## src/rtl/wm_sequencer_if.sv

```systemverilog
// wm_sequencer_if: operator/timer handshake and actuator bundle for the washing-machine sequencer.
// cold_wash exists only when WM_COLD_WASH_EN is defined.
interface wm_sequencer_if;
    logic       start;
    logic       door_closed;
    logic       fault_clear;
    logic       sig_Full;
    logic       sig_Temperature;
    logic       sig_Wash_Completed;
    logic       sig_Rinse_Completed;
    logic       sig_Spin_Completed;
`ifdef WM_COLD_WASH_EN
    logic       cold_wash;
`endif
    logic [2:0] state;
    logic       water_valve;
    logic       heater;
    logic       motor_wash;
    logic       motor_spin;
    logic       door_lock;
    logic       done;
    logic       fault;

    modport slave (
`ifdef WM_COLD_WASH_EN
        input  cold_wash,
`endif
        input  start, door_closed, fault_clear,
        input  sig_Full, sig_Temperature, sig_Wash_Completed,
        input  sig_Rinse_Completed, sig_Spin_Completed,
        output state, water_valve, heater, motor_wash, motor_spin,
        output door_lock, done, fault
    );

    modport master (
`ifdef WM_COLD_WASH_EN
        output cold_wash,
`endif
        output start, door_closed, fault_clear,
        output sig_Full, sig_Temperature, sig_Wash_Completed,
        output sig_Rinse_Completed, sig_Spin_Completed,
        input  state, water_valve, heater, motor_wash, motor_spin,
        input  door_lock, done, fault
    );
endinterface

```

## src/rtl/wm_sequencer.sv

```systemverilog
// wm_sequencer: washing-machine master FSM with door guard and per-phase watchdog.
// Optional macro WM_COLD_WASH_EN adds a cold-wash mode that skips HEAT_WATER.
module wm_sequencer #(
    parameter int unsigned TIMEOUT_CYCLES = 16
) (
    input  logic          clock,
    input  logic          reset,
    wm_sequencer_if.slave bus
);
    localparam int unsigned   CW        = $clog2(TIMEOUT_CYCLES + 1);
    localparam logic [CW-1:0] TIMEOUT_W = CW'(TIMEOUT_CYCLES);
    localparam logic [CW-1:0] WDOG_ONE  = CW'(1);

    localparam logic [2:0] STATE_START      = 3'd0;
    localparam logic [2:0] STATE_READY      = 3'd1;
    localparam logic [2:0] STATE_FILL_WATER = 3'd2;
    localparam logic [2:0] STATE_HEAT_WATER = 3'd3;
    localparam logic [2:0] STATE_WASH       = 3'd4;
    localparam logic [2:0] STATE_RINSE      = 3'd5;
    localparam logic [2:0] STATE_SPIN       = 3'd6;
    localparam logic [2:0] STATE_FAULT      = 3'd7;

    logic [2:0]    state_q, state_d, succ_s;
    logic [CW-1:0] wdog_q, wdog_d;
    logic          start_prev_q;
    logic          start_edge_s, flag_s, active_s, cold_s;
    logic          done_q, done_d;
    logic          water_valve_q, water_valve_d;
    logic          heater_q, heater_d;
    logic          motor_wash_q, motor_wash_d;
    logic          motor_spin_q, motor_spin_d;
    logic          door_lock_q, door_lock_d;
    logic          fault_q, fault_d;

    assign start_edge_s = bus.start & ~start_prev_q;
    assign active_s     = (state_q >= STATE_FILL_WATER) && (state_q <= STATE_SPIN);

`ifdef WM_COLD_WASH_EN
    logic mode_q, mode_d;

    assign cold_s = mode_q;

    // Cold-wash mode is latched on the READY->FILL_WATER step and dropped in START.
    always_comb begin
        mode_d = mode_q;
        if (state_q == STATE_START) begin
            mode_d = 1'b0;
        end else if ((state_q == STATE_READY) && (state_d == STATE_FILL_WATER)) begin
            mode_d = bus.cold_wash;
        end else begin
            mode_d = mode_q;
        end
    end

    // Mode bit register.
    always_ff @(posedge clock) begin
        if (reset) begin
            mode_q <= 1'b0;
        end else begin
            mode_q <= mode_d;
        end
    end
`else
    assign cold_s = 1'b0;
`endif

    // Completion flag owned by the current phase and the phase it leads to.
    always_comb begin
        succ_s = state_q;
        flag_s = 1'b0;
        case (state_q)
            STATE_FILL_WATER: begin
                flag_s = bus.sig_Full;
                succ_s = cold_s ? STATE_WASH : STATE_HEAT_WATER;
            end
            STATE_HEAT_WATER: begin
                flag_s = bus.sig_Temperature;
                succ_s = STATE_WASH;
            end
            STATE_WASH: begin
                flag_s = bus.sig_Wash_Completed;
                succ_s = STATE_RINSE;
            end
            STATE_RINSE: begin
                flag_s = bus.sig_Rinse_Completed;
                succ_s = STATE_SPIN;
            end
            STATE_SPIN: begin
                flag_s = bus.sig_Spin_Completed;
                succ_s = STATE_START;
            end
            default: begin
                flag_s = 1'b0;
                succ_s = state_q;
            end
        endcase
    end

    // Next phase (door > completion > timeout), watchdog and done pulse.
    always_comb begin
        state_d = state_q;
        wdog_d  = {CW{1'b0}};
        case (state_q)
            STATE_START: state_d = STATE_READY;
            STATE_READY: begin
                if (start_edge_s && bus.door_closed) begin
                    state_d = STATE_FILL_WATER;
                end else begin
                    state_d = STATE_READY;
                end
            end
            STATE_FILL_WATER, STATE_HEAT_WATER, STATE_WASH, STATE_RINSE, STATE_SPIN: begin
                if (!bus.door_closed) begin
                    state_d = STATE_FAULT;
                end else if (flag_s) begin
                    state_d = succ_s;
                end else if (wdog_q == TIMEOUT_W) begin
                    state_d = STATE_FAULT;
                end else begin
                    state_d = state_q;
                end
            end
            STATE_FAULT: begin
                if (bus.fault_clear && bus.door_closed) begin
                    state_d = STATE_START;
                end else begin
                    state_d = STATE_FAULT;
                end
            end
            default: state_d = STATE_START;
        endcase
        if (active_s && (state_d == state_q)) begin
            wdog_d = wdog_q + WDOG_ONE;
        end else begin
            wdog_d = {CW{1'b0}};
        end
        done_d = (state_q == STATE_SPIN) && (state_d == STATE_START);
    end

    // Actuator decode from the next phase so the registered copies track state_q.
    always_comb begin
        water_valve_d = (state_d == STATE_FILL_WATER);
        heater_d      = (state_d == STATE_HEAT_WATER);
        motor_wash_d  = (state_d == STATE_WASH) || (state_d == STATE_RINSE);
        motor_spin_d  = (state_d == STATE_SPIN);
        door_lock_d   = (state_d >= STATE_FILL_WATER) && (state_d <= STATE_SPIN);
        fault_d       = (state_d == STATE_FAULT);
    end

    // State, watchdog, start history and output registers.
    always_ff @(posedge clock) begin
        if (reset) begin
            state_q       <= STATE_START;
            wdog_q        <= {CW{1'b0}};
            start_prev_q  <= 1'b0;
            done_q        <= 1'b0;
            water_valve_q <= 1'b0;
            heater_q      <= 1'b0;
            motor_wash_q  <= 1'b0;
            motor_spin_q  <= 1'b0;
            door_lock_q   <= 1'b0;
            fault_q       <= 1'b0;
        end else begin
            state_q       <= state_d;
            wdog_q        <= wdog_d;
            start_prev_q  <= bus.start;
            done_q        <= done_d;
            water_valve_q <= water_valve_d;
            heater_q      <= heater_d;
            motor_wash_q  <= motor_wash_d;
            motor_spin_q  <= motor_spin_d;
            door_lock_q   <= door_lock_d;
            fault_q       <= fault_d;
        end
    end

    assign bus.state       = state_q;
    assign bus.water_valve = water_valve_q;
    assign bus.heater      = heater_q;
    assign bus.motor_wash  = motor_wash_q;
    assign bus.motor_spin  = motor_spin_q;
    assign bus.door_lock   = door_lock_q;
    assign bus.done        = done_q;
    assign bus.fault       = fault_q;
endmodule
```

## src/flat_wrapper.sv

```systemverilog
// flat-port wrapper written by rule: the top's interface ports become plain ports
module wm_sequencer_flat 
#(
    parameter int unsigned TIMEOUT_CYCLES = 16
)
  (clock, reset, bus_start, bus_door_closed, bus_fault_clear, bus_sig_Full, bus_sig_Temperature, bus_sig_Wash_Completed, bus_sig_Rinse_Completed, bus_sig_Spin_Completed, bus_state, bus_water_valve, bus_heater, bus_motor_wash, bus_motor_spin, bus_door_lock, bus_done, bus_fault);
  wm_sequencer_if bus_i ();
  input  logic clock;
  input  logic reset;
  input wire logic [$bits(bus_i.start)-1:0] bus_start;
  input wire logic [$bits(bus_i.door_closed)-1:0] bus_door_closed;
  input wire logic [$bits(bus_i.fault_clear)-1:0] bus_fault_clear;
  input wire logic [$bits(bus_i.sig_Full)-1:0] bus_sig_Full;
  input wire logic [$bits(bus_i.sig_Temperature)-1:0] bus_sig_Temperature;
  input wire logic [$bits(bus_i.sig_Wash_Completed)-1:0] bus_sig_Wash_Completed;
  input wire logic [$bits(bus_i.sig_Rinse_Completed)-1:0] bus_sig_Rinse_Completed;
  input wire logic [$bits(bus_i.sig_Spin_Completed)-1:0] bus_sig_Spin_Completed;
  output wire logic [$bits(bus_i.state)-1:0] bus_state;
  output wire logic [$bits(bus_i.water_valve)-1:0] bus_water_valve;
  output wire logic [$bits(bus_i.heater)-1:0] bus_heater;
  output wire logic [$bits(bus_i.motor_wash)-1:0] bus_motor_wash;
  output wire logic [$bits(bus_i.motor_spin)-1:0] bus_motor_spin;
  output wire logic [$bits(bus_i.door_lock)-1:0] bus_door_lock;
  output wire logic [$bits(bus_i.done)-1:0] bus_done;
  output wire logic [$bits(bus_i.fault)-1:0] bus_fault;
  assign bus_i.start = bus_start;
  assign bus_i.door_closed = bus_door_closed;
  assign bus_i.fault_clear = bus_fault_clear;
  assign bus_i.sig_Full = bus_sig_Full;
  assign bus_i.sig_Temperature = bus_sig_Temperature;
  assign bus_i.sig_Wash_Completed = bus_sig_Wash_Completed;
  assign bus_i.sig_Rinse_Completed = bus_sig_Rinse_Completed;
  assign bus_i.sig_Spin_Completed = bus_sig_Spin_Completed;
  assign bus_state = bus_i.state;
  assign bus_water_valve = bus_i.water_valve;
  assign bus_heater = bus_i.heater;
  assign bus_motor_wash = bus_i.motor_wash;
  assign bus_motor_spin = bus_i.motor_spin;
  assign bus_door_lock = bus_i.door_lock;
  assign bus_done = bus_i.done;
  assign bus_fault = bus_i.fault;
  wm_sequencer #(.TIMEOUT_CYCLES(TIMEOUT_CYCLES)) u_core (.clock(clock), .reset(reset), .bus(bus_i));
endmodule
```

## config.mk

```make
export PLATFORM = sky130hd
export DESIGN_NAME = wm_sequencer_flat
export DESIGN_NICKNAME = d
export VERILOG_FILES = /design/src/rtl/wm_sequencer_if.sv /design/src/rtl/wm_sequencer.sv /design/src/flat_wrapper.sv
export SDC_FILE = /design/constraint.sdc
export NUM_CORES = 1
export LEC_CHECK = 0
export ABC_AREA = 0
export CORE_AREA = 2 2 46 48
export CTS_CLUSTER_DIAMETER = 100
export DETAILED_ROUTE_END_ITERATION = 12
export DIE_AREA = 0 0 48 50
export PLACE_DENSITY = 0.78
export SYNTH_ARGS = -nofsm -noshare
export SYNTH_HDL_FRONTEND = slang
export SYNTH_SLANG_ARGS = --single-unit
```

## constraint.sdc

```tcl
create_clock -name clock -period 2.6 [get_ports clock]
set_input_delay 0.52 -clock clock [delete_from_list [all_inputs] [get_ports clock]]
set_output_delay 0.52 -clock clock [all_outputs]
set_load 0.005 [all_outputs]
```

# [Yosys cells after proc, flatten, opt, wreduce, memory -nomap -nowiden]
# Cells that the tools add are included.
[word_totals] ff_bits=16 out_inout_bits=10 input_bits=10 word_cells=52
[classes] n_mux=8 n_addsub=1 n_eq_ne=15 reduce_logical=11 order_cmp=4 bitwise_logic=3
[op_table] operator="equality test 3 bit, second input constant" n=8
[op_table] operator="case mux 3 bit (5 select lines)" n=1
[op_table] operator="equality test 3 x 2 -> 1 bit, second input constant" n=4
[op_table] operator="2-to-1 mux 3 bit" n=4
[op_table] operator="case mux 3 bit (4 select lines)" n=1
[op_table] operator=">= comparator 3 x 2 -> 1 bit, second input constant" n=2
[op_table] operator="<= comparator 3 bit, second input constant" n=2
[op_table] operator="logical AND 1 bit" n=6
[op_table] operator="zero test 3 bit" n=2
[op_table] operator="adder 5 x 1 -> 5 bit, second input constant" n=1
[op_table] operator="equality test 5 bit, second input constant" n=1
[op_table] operator="case mux 1 bit (5 select lines)" n=1
[op_table] operator="OR reduction 5 bit" n=1
[op_table] operator="equality test 3 x 1 -> 1 bit, second input constant" n=1
[op_table] operator="equality test 3 bit" n=1
[op_table] operator="2-to-1 mux 2 bit" n=1
[op_table] operator="NOT 1 bit" n=2
[op_table] operator="OR reduction 2 bit" n=1
[op_table] operator="AND 1 bit" n=1
[op_table] operator="logical OR 1 bit" n=1

# [Depth between registers and ports, before layout]
[depth] depth_word=9 mapped_depth=8

# [Least setup slack after synthesis]
# OpenSTA, ideal clock, no wires.
[synth_path] path_kind="input to register" from="in bus_door_closed" to="reg u_core.wdog_q[2]" t_required_ns=2.477 setup_slack_ns=0.978 stages=7 setup_ns=0.123 path_buffers=1 arrival_time_ns=1.499 cell_sequence="buf_2 > nand3_1 > o2111ai_1 > o211ai_2 > a211o_1 > o211ai_2 > nor2_1"
[synth_between] elab_chain_cells=7
[synth_rtl] element="start, declared" line_no="flat_wrapper.sv:11" text="input wire logic [$bits(bus_i.door_closed)-1:0] bus_door_closed;"
[synth_rtl] element="logical AND 1 bit, on equally long branches" line_no="wm_sequencer.sv:124, wm_sequencer.sv:106"
[synth_rtl] element="2-to-1 mux 3 bit / 2-to-1 mux 2 bit (equally long branches)" line_no="wm_sequencer.sv:124, wm_sequencer.sv:106"
[synth_rtl] element="case mux 3 bit (4 select lines) *" line_no="wm_sequencer.sv:103" text="case (state_q)"
[synth_rtl] element="equality test 3 bit *" line_no="wm_sequencer.sv:132" text="if (active_s && (state_d == state_q)) begin"
[synth_rtl] element="logical AND 1 bit *" line_no="wm_sequencer.sv:132"
[synth_rtl] element="NOT 1 bit (no line) *"
[synth_rtl] element="OR reduction 2 bit (no line) *"
[synth_rtl] element="end signal, assigned" line_no="wm_sequencer.sv:154" text="wdog_q <= {CW{1'b0}};"
[synth_rtl] element="end signal, assigned" line_no="wm_sequencer.sv:165" text="wdog_q <= wdog_d;"
[synth_rtl] element="end, declared" line_no="wm_sequencer.sv:24" text="logic [CW-1:0] wdog_q, wdog_d;"
# Mark *: on every way between the ends. The rest lies on a longest branch, timed or not.
# A chain may end at the register's enable or synchronous reset.

# [Worst setup path in the final report]
[layout_path] from="reg u_core.state_q[2], in the netlist u_core.bus.state[2]" to="out bus_state[2]"
[layout_rtl] element="start, declared" line_no="wm_sequencer.sv:23" text="logic [2:0] state_q, state_d, succ_s;"
[layout_rtl] element="start signal, assigned" line_no="wm_sequencer.sv:164" text="state_q <= state_d;"
[layout_rtl] element="end, declared" line_no="flat_wrapper.sv:18" text="output wire logic [$bits(bus_i.state)-1:0] bus_state;"
# No word-level cell between the ends.

==> flow_summary.yaml <==
power:
  pwr-share-clk_pct: 28.1
  p_per_area_mw_per_mm2: 490
  p_int_uw: 410
  power.total_uw: 571
  vdd_drop_max_mv: 0.443
  power.switching_uw: 161
  combinationalPowerShare_pct: 23.0
  p_leak_uw: 0.000482
  swShare_pct: 28.2
  p_seq_share_pct: 48.9
floorplanning:
  top_level_ports: 20
  start_util_pct: 49.3
  die_y_microns: 50
  core_sq_mm: 0.00190
  die_area_sq_mm: 0.00240
  die_x_microns: 48
  rows: 16
routing:
  drt-initial-drc-count: 13
  drt_pre_antenna_iters: 4
  drt_wl_total_mm: 1.82
  drtAntennaViolNets: 0
  via_count: 759
  drt-wirelength-per-cell_microns: 12.6
  viasPerCell: 5.27
  drc: 0
clocking:
  clk-insertion-delay-late_ns: 0.29
  ctsHoldBuffers: 0
  post_cts_buffers: 0
  cts_resized: 0
  clock-sinks: 16
  cts_max_path_buffers: 2
  cts_made_buffers: 3
  cts-root-buf: "clkbuf_4"
  cts_tree: "built"
  clkTransAtPathRegs_ns: 0.09
  htree_num_levels: 1
status:
  status: "finished, final reports clean"
synthesis:
  yosysSeqAreaShare_pct: 34.2
  synth-seq-cells: 16
  synth_area_leaders: "dfxtp_1 34%, nor2_1 6.4%, buf_6 3.6%"
  avgSynthCellArea_sq_um: 9.66
  yosysWarnings: 0
  syn_area_sq_um: 937
  syn_nets: 109
  yosysTopAreaCellShare_pct: 34.2
  synth_area_leader_cell: "dfxtp_1"
  synth_cell_types: 43
  postSynthCellCount: 97
finish:
  diodes: 0
  final_cell_mix: "19 x clkdlybuf4s50_1, 16 x nor2_1, 16 x dfxtp_1"
  final_cells: 144
  area_growth_pct: 24.4
  nets: 130
  mostFrequentLayoutCell: "clkdlybuf4s50_1"
  drive_above_1_share_pct: 18.8
place:
  post-dp-hpwl_mm: 1.44
  portBuffers: 19
  globalplace.congestion: 0.915
  place_inst: 140
timing:
  rsz0062_at_grt: "no"
  timing.final.hold_violations: 0
  worst_pin_slew_ns: 0.572
  fin_crit_sh_pct: 81.5
  setup_tns_ns: 0
  fin_skew_ns: 0.00179
  setup_viol: 0
  relSlewSlack_pct: 61.8
  max_freq_mhz: 472
  min_period_ns: 2.12
  drv_slew: 0
critical_path:
  critPathArrivalTime_ns: 1.60
  r2r-end: "u_core.wdog_q[2]$_SDFF_PP0_"
  rr_startpoint: "u_core.bus.state[1]$_SDFF_PP0_"
  path_class: "flip-flop to primary output"
  worstSetupEndpointType: "primary output"
  required_ns: 2.08
  crit_path_max_incr_delay_ns: 0.59
  r2r_slack_ns: 0.59
  worstPathCellList: "buf_4 -> clkdlybuf4s50_1"
  reg2regPathDepth: 6
  crit_slowest_cell: "dfxtp_1"
  cp_max_fo: 10
  startpoint_type: "flip-flop"
global_routing:
  gr-total-overflow: 0
  grt_max_degree: 16
  grtUsageTotal_pct: 18.8
  grt_pass1_vias: 777
  antenna_found_initial: 0
  grt_pass1_wl_mm: 3.28
worst_hold_path:
  hold_end: "u_core.wdog_q[0]$_SDFF_PP0_"
  holdPathStages: 1
  hold_start: "u_core.wdog_q[0]$_SDFF_PP0_"
  hold_class: "flip-flop to flip-flop"
run:
  maxCapViolations: 0
## synth_stat cells, drive strengths merged
cell type	n
a31oi	1
nand2	6
o2111ai	2
dfxtp	16
buf	4
nor3b	1
nand2b	1
a21oi	3
nor2	17
inv	6
a21o	1
nand3b	1
nand3	7
o22ai	2
or2	2
ha	2
xnor2	1
nor2b	1
and3	1
nand4bb	2
a41oi	1
nand4	1
a32o	1
and4bb	1
o21a	1
a211oi	3
mux2	1
nand4b	3
a211o	1
o211ai	2
and2	1
nor3	1
o31ai	1
xor2	2
## critical path, delay by kind of cell, from the launching register on
family	cells	cell delay (ns)
flops	1	0.59
buf+inv	2	0.73
## worst max path at each step
| stage | from | end | slack (ns) | cells past startpoint |
|---|---|---|---|---|
| 6_report | u_core.bus.state[2]$_SDFF_PP0_ | bus_state[2] | 0.48 | 2 |
| 2_1_floorplan | bus_door_closed | u_core.wdog_q[2]$_SDFF_PP0_ | 0.98 | 7 |
| 5_1_grt | u_core.bus.state[2]$_SDFF_PP0_ | bus_state[2] | 0.39 | 2 |
| 3_5_place_dp | bus_door_closed | u_core.bus.door_lock$_SDFF_PP0_ | 0.27 | 6 |
| 4_1_cts | u_core.bus.state[1]$_SDFF_PP0_ | bus_state[1] | 0.47 | 1 |
| 3_3_place_gp | bus_door_closed | u_core.bus.door_lock$_SDFF_PP0_ | 0.33 | 6 |
## logic make-up (layout without fill, tap and decap cells)
group / count (synthesis) / count (layout) / share of synthesized area, %
AO/OA/AOI/OAI: 19 / 19 / 19.6
XOR/XNOR: 3 / 3 / 2.80
adder cells (fa/ha/maj): 2 / 2 / 2.67
buffers and inverters: 10 / 30 / 6.54
flip-flops: 16 / 16 / 34.2
multiplexers: 1 / 1 / 1.20
AND/OR/NAND/NOR: 46 / 46 / 33.0
## state kept, by name, indices dropped and copies added (netlist names)
name and cells:
u_core.bus.motor_spin 1, u_core.bus.motor_wash 1, u_core.bus.done 1, u_core.start_prev_q 1
u_core.bus.door_lock 1, u_core.wdog_q 5, u_core.bus.fault 1, u_core.bus.heater 1
u_core.bus.state 3, u_core.bus.water_valve 1
## power by group through the flow
stage	clock network [uW]	registers (uW)	logic, uW
after floorplan	0	271	101
after global placement	0	284	129
after detailed placement	0	285	131
after CTS	164	280	131
after global routing	175	282	145
final	161	279	131
## cell type report
class / instances / area [sq um]
repair buffers: 20 / 198
well taps: 27 / 33.8
multi-input cells: 71 / 556
fillers: 159 / 736
flip-flops and latches: 16 / 320
inverters: 6 / 22.5
clock buffers: 4 / 36.3
## per-layer routing
layer / up-vias / GRT usage (%) / share of wire [%]
met3: 5 / 3.30 / 3.7
met4: 0 / 7.66 / 2.0
met2: 21 / 26.2 / 45
met5: - / 0 / 0
met1: 345 / 27.9 / 49
li1: 388 / - / -
## through the flow
step	utilization, %	setup WS (ns)	hold WS, ns	area, sq um
final	61.3	0.480	0.470	1170
after global routing	61.3	0.392	0.527	1170
after CTS	61.3	0.475	0.473	1170
after detailed placement	59.4	0.275	0.453	1130
after global placement	59.4	0.329	0.448	1130
after floorplan	-	0.978	0.430	937
(Power assumes the default switching activity.)
